===== src/rtl/sync_fifo_pf.sv =====
`default_nettype none
// ============================================================================
// Module      : sync_fifo_pf
// Description : Parametrised single-clock FIFO with occupancy count,
//               programmable almost-full / almost-empty flags, full/empty
//               flags, sticky overflow/underflow errors and a registered
//               read port.
//               Optional build macro SYNC_FIFO_FWFT_EN selects a
//               first-word-fall-through read port instead of the
//               registered one.
// Ports       : clk, rst          clock (rising edge), async active-high reset
//               wr_i, wdata       write request and data
//               rd_i              read request (pop / acknowledge in FWFT)
//               rdata, rvalid_o   read data and its valid qualifier
//               full_o, empty_o   occupancy flags
//               count_o           occupancy 0..DEPTH
//               afull_thr_i       almost-full threshold  (afull_o  = count >= thr)
//               aempty_thr_i      almost-empty threshold (aempty_o = count <= thr)
//               ovf_o, udf_o      sticky overflow / underflow errors
//               clr_err_i         clears ovf_o / udf_o (set has priority)
// Revision    : 1.0  initial release
// ============================================================================
module sync_fifo_pf #(
    parameter int WID      = 16,
    parameter int DEP_LOG2 = 4
) (
    input  logic                clk,
    input  logic                rst,
    input  logic                wr_i,
    input  logic [WID-1:0]      wdata,
    input  logic                rd_i,
    output logic [WID-1:0]      rdata,
    output logic                rvalid_o,
    output logic                full_o,
    output logic                empty_o,
    output logic [DEP_LOG2:0]   count_o,
    input  logic [DEP_LOG2:0]   afull_thr_i,
    input  logic [DEP_LOG2:0]   aempty_thr_i,
    output logic                afull_o,
    output logic                aempty_o,
    output logic                ovf_o,
    output logic                udf_o,
    input  logic                clr_err_i
);

    localparam int DEPTH = 2**DEP_LOG2;

    logic [WID-1:0]    mem_q [DEPTH];

    logic [DEP_LOG2:0] wp_q, wp_d;
    logic [DEP_LOG2:0] rp_q, rp_d;
    logic [DEP_LOG2:0] count_q, count_d;
    logic              afull_q, afull_d;
    logic              aempty_q, aempty_d;
    logic              ovf_q, ovf_d;
    logic              udf_q, udf_d;
    logic              wr_ok;
    logic              rd_ok;

    // Extra pointer MSB distinguishes full from empty when the index bits match.
    assign empty_o = (wp_q == rp_q);
    assign full_o  = (wp_q[DEP_LOG2] != rp_q[DEP_LOG2]) &&
                     (wp_q[DEP_LOG2-1:0] == rp_q[DEP_LOG2-1:0]);

    // Acceptance uses this cycle's flags: at full a simultaneous read frees a
    // slot only for next cycle, so the write is still refused (and vice versa).
    assign wr_ok = wr_i & ~full_o;
    assign rd_ok = rd_i & ~empty_o;

    always_comb begin
        wp_d     = wp_q + {{DEP_LOG2{1'b0}}, wr_ok};
        rp_d     = rp_q + {{DEP_LOG2{1'b0}}, rd_ok};
        count_d  = wp_d - rp_d;
        // Flags are computed from the next count so they line up with count_o.
        afull_d  = (count_d >= afull_thr_i);
        aempty_d = (count_d <= aempty_thr_i);
        ovf_d    = ovf_q;
        udf_d    = udf_q;
        if (clr_err_i) begin
            ovf_d = 1'b0;
            udf_d = 1'b0;
        end
        if (wr_i && full_o) begin
            ovf_d = 1'b1;
        end
        if (rd_i && empty_o) begin
            udf_d = 1'b1;
        end
    end

    always_ff @(posedge clk or posedge rst) begin
        if (rst) begin
            wp_q     <= '0;
            rp_q     <= '0;
            count_q  <= '0;
            afull_q  <= 1'b0;
            aempty_q <= 1'b1;
            ovf_q    <= 1'b0;
            udf_q    <= 1'b0;
        end else begin
            wp_q     <= wp_d;
            rp_q     <= rp_d;
            count_q  <= count_d;
            afull_q  <= afull_d;
            aempty_q <= aempty_d;
            ovf_q    <= ovf_d;
            udf_q    <= udf_d;
        end
    end

    // Storage is deliberately not reset; pointers alone define valid contents.
    always_ff @(posedge clk) begin
        if (wr_ok) begin
            mem_q[wp_q[DEP_LOG2-1:0]] <= wdata;
        end
    end

    assign count_o  = count_q;
    assign afull_o  = afull_q;
    assign aempty_o = aempty_q;
    assign ovf_o    = ovf_q;
    assign udf_o    = udf_q;

`ifdef SYNC_FIFO_FWFT_EN
    // Head entry is presented directly; rd_i only advances the read pointer.
    assign rdata    = mem_q[rp_q[DEP_LOG2-1:0]];
    assign rvalid_o = ~empty_o;
`else
    logic [WID-1:0] rdata_q;
    logic           rvalid_q;

    always_ff @(posedge clk or posedge rst) begin
        if (rst) begin
            rdata_q  <= '0;
            rvalid_q <= 1'b0;
        end else begin
            rvalid_q <= rd_ok;
            if (rd_ok) begin
                rdata_q <= mem_q[rp_q[DEP_LOG2-1:0]];
            end
        end
    end

    assign rdata    = rdata_q;
    assign rvalid_o = rvalid_q;
`endif

endmodule
`default_nettype wire


===== config.mk =====
export PLATFORM = sky130hd
export DESIGN_NAME = sync_fifo_pf
export DESIGN_NICKNAME = d
export VERILOG_FILES = /design/src/rtl/sync_fifo_pf.sv
export SDC_FILE = /design/constraint.sdc
export NUM_CORES = 1
export LEC_CHECK = 0
export CORE_UTILIZATION = 30
export DETAILED_ROUTE_END_ITERATION = 7
export PLACE_DENSITY_LB_ADDON = 0.25
export SLEW_MARGIN = 20
export SYNTH_ARGS = -nofsm -noshare
export SYNTH_HDL_FRONTEND = slang
export SYNTH_SLANG_ARGS = --single-unit

===== constraint.sdc =====
create_clock -name clk -period 3.5 [get_ports clk]
set_clock_uncertainty 0.05 [all_clocks]
set_input_delay 0.875 -clock clk [delete_from_list [all_inputs] [get_ports clk]]
set_output_delay 0.875 -clock clk [all_outputs]
set_load 0.005 [all_outputs]

==> flow_summary.json <==
{
  "final_nets": 809,
  "min_period_ns": 3.36,
  "cpPeakStageDelay_ns": 0.50,
  "syn-cell-area_um2": 11700,
  "ir_drop_v": 0.000437,
  "grt_first_pass_wirelength_mm": 39.0,
  "hp-start": "udf_o$_DFFE_PP0P_",
  "worstHoldEndpoint": "udf_o$_DFFE_PP0P_",
  "synth_top_area_share_pct": 65.9,
  "mostFrequentLayoutCells": "edfxtp_1, mux2i_1, buf_4",
  "critPathKind": "register to register",
  "die_h_um": 199,
  "drv_slew": 0,
  "synth_seq_cells": 292,
  "placed_cell_area_um2": 13200,
  "initial_utilization_pct": 30.8,
  "final_common_cell": "edfxtp_1",
  "clock.fmax_mhz": 298,
  "ys_seq_area_share_pct": 73.6,
  "min_path_type": "register to register",
  "cap_violations": 0,
  "cpMostUsedCell": "ha_4",
  "reg2reg_to": "aempty_o$_DFF_PP1_",
  "grt_overflow": 0,
  "cts-root-buf": "clkbuf_16",
  "p_leak_nw": 5.02,
  "clock-sinks": 292,
  "maxSlewHeadroom_pct": 41.7,
  "cts_tree": "built",
  "routabilityCongestion": 0.726,
  "final_area_um2": 14300,
  "cp-end-kind": "register",
  "status": "finished, final reports clean",
  "crit_chain": "xnor2_4 -> nand4_2 -> o21ai_2 -> inv_2 -> ha_4 -> ha_4 -> xnor2_1 -> ha_2 -> a21oi_1 -> maj3_1 -> o21bai_1 -> xor2_1 -> ha_1 -> o21a_1 -> o22ai_1",
  "netlist_instances": 643,
  "synthFlopType": "edfxtp_1",
  "reg2reg_depth": 15,
  "worstMarginPinSlew_ns": 0.874,
  "drt-initial-drc-count": 381,
  "drt-total-wl_mm": 26.3,
  "dp_cells": 1234,
  "synth_area_leaders": "edfxtp_1, dfrtp_1, mux2i_1",
  "routed_via_density": 4.69,
  "yosysWarnings": 0,
  "track_usage_pct": 13.4,
  "grt_max_degree": 51,
  "route.detailed.drc": 0,
  "cts_max_level": 1,
  "clk_path_buf_depth": 3,
  "drt_first_pass_iters": 4,
  "wl_per_cell_um": 20.3,
  "rows": 71,
  "io_buffers": 58,
  "core_area_um2": 37900,
  "r2r_slack_ns": 0.14,
  "grt_pass1_vias": 6253,
  "power.density_nw_per_um2": 884,
  "crit_arrival_ns": 3.78,
  "yosys.area.top_type": "edfxtp_1",
  "layout-drive-gt1-share_pct": 22.3,
  "reg2reg_from": "rp_q[2]$_DFF_PP0_",
  "final_cells": 1296,
  "finalCritPeriodShare_pct": 95.9,
  "crit_slowest_cell": "dfrtp_4",
  "cts_made_buffers": 31,
  "required_ns": 3.93,
  "post-route-util_pct": 37.7,
  "dpl.hpwl_mm": 15.5,
  "vias": 6079,
  "dieWidth_um": 199,
  "antenna_found_initial": 0,
  "synth_nets": 691,
  "io_pins": 59,
  "hold_depth": 1,
  "avgSynthCellArea_um2": 18.1,
  "report.final.hold_viol_count": 0,
  "worstSetupStartpointType": "register",
  "async_flop_share_pct": 12.3,
  "area_delta_synth_final_pct": 22.6,
  "synth-edff-count": 256,
  "setup_viol": 0,
  "clk_latency_ns": 0.56,
  "dieArea_um2": 39700,
  "critical_path.max_fanout": 3,
  "ant_nets": 0,
  "antenna_cells": 0,
  "clk_pin_slew_worst_paths_ns": 0.06,
  "ys_types": 41
}
==> layout make-up <==
class	instances	area [um^2]
flip-flops and latches	292	8590
clock buffers	42	847
multi-input cells	298	2950
fillers	3508	23600
clock inverters	15	153
inverters	20	75.1
well taps	511	639
repair buffers	118	1040
==> registers in the layout, summed over array words and instances, names as in the netlist <==
register	cells
wp_q	5
aempty_o	1
mem_q	256
rvalid_o	1
rp_q	5
ovf_o	1
count_o	5
udf_o	1
afull_o	1
rdata	16
==> worst max path at each step <==
stage / from / end / slack (ns) / cells past startpoint
after floorplan: rp_q[0]$_DFF_PP0_ / aempty_o$_DFF_PP1_ / 0.06 / 17
after global placement: rd_i / aempty_o$_DFF_PP1_ / -0.38 / 14
after detailed placement: rd_i / aempty_o$_DFF_PP1_ / -0.44 / 14
after CTS: rp_q[2]$_DFF_PP0_ / aempty_o$_DFF_PP1_ / 0.00002 / 15
after global routing: rp_q[2]$_DFF_PP0_ / aempty_o$_DFF_PP1_ / -0.002 / 15
final: rp_q[2]$_DFF_PP0_ / aempty_o$_DFF_PP1_ / 0.14 / 15
==> Yosys cell counts (all sizes together), types with 5 or more instances <==
master	instances
nor2	43
mux4	32
mux2i	76
a22oi	32
buf	22
a31oi	12
clkbuf	11
inv	20
nand2	5
ha	17
a21oi	18
xnor2	17
edfxtp	256
dfrtp	35
==> metrics by stage <==
step           total power, mW  worst slack (ns)  TNS (ns)  hold WS, ns
2_1_floorplan             7.67            0.0559         0        0.453
3_3_place_gp              9.32            -0.383    -0.707        0.451
3_5_place_dp              9.36            -0.436    -0.807        0.453
4_1_cts                   12.6         0.0000218         0        0.467
5_1_grt                   13.4          -0.00182  -0.00182        0.480
6_report                  12.6             0.144         0        0.461
==> worst max-delay path: cells and delay by family (launching register included) <==
| family | cells | cell delay, ns |
|---|---|---|
| adders and majority gates | 5 | 1.29 |
| and+or+nand+nor | 1 | 0.13 |
| xor gates and xnor gates | 3 | 0.60 |
| buffers and inverters | 1 | 0.06 |
| AOI/OAI and AO/OA | 5 | 0.64 |
| DFF | 1 | 0.50 |
==> kinds of logic after synthesis <==
logic type / count (synthesis) / share of synthesized area [%]
DFF: 292 / 73.6
muxes: 112 / 13.2
AOI/OAI and AO/OA: 79 / 4.73
and+or+nand+nor: 70 / 2.76
buffers and inverters: 53 / 2.35
adders and majority gates: 19 / 2.00
xor gates and xnor gates: 18 / 1.35
==> routing by layer <==
metal	GRT usage [%]	wire, um
met1	18.3	12000
met2	22.4	12700
met3	2.13	1120
met4	3.19	461
met5	0	0
==> power by group <==
| group | total, mW | switching [mW] | internal (mW) |
|---|---|---|---|
| combinational | 4.90 | 2.54 | 2.36 |
| clock | 3.21 | 1.30 | 1.91 |
| sequential | 4.53 | 0.188 | 4.35 |
| total | 12.6 | 4.03 | 8.62 |
==> what timing repair did <==
action,in CTS,in global routing
buffers inserted,0,5
hold buffers,0,0
resized for setup,1,16
setup endpoints to repair,2,2
pin swaps,0,9
No activity file was read; power rests on OpenSTA's default activity.
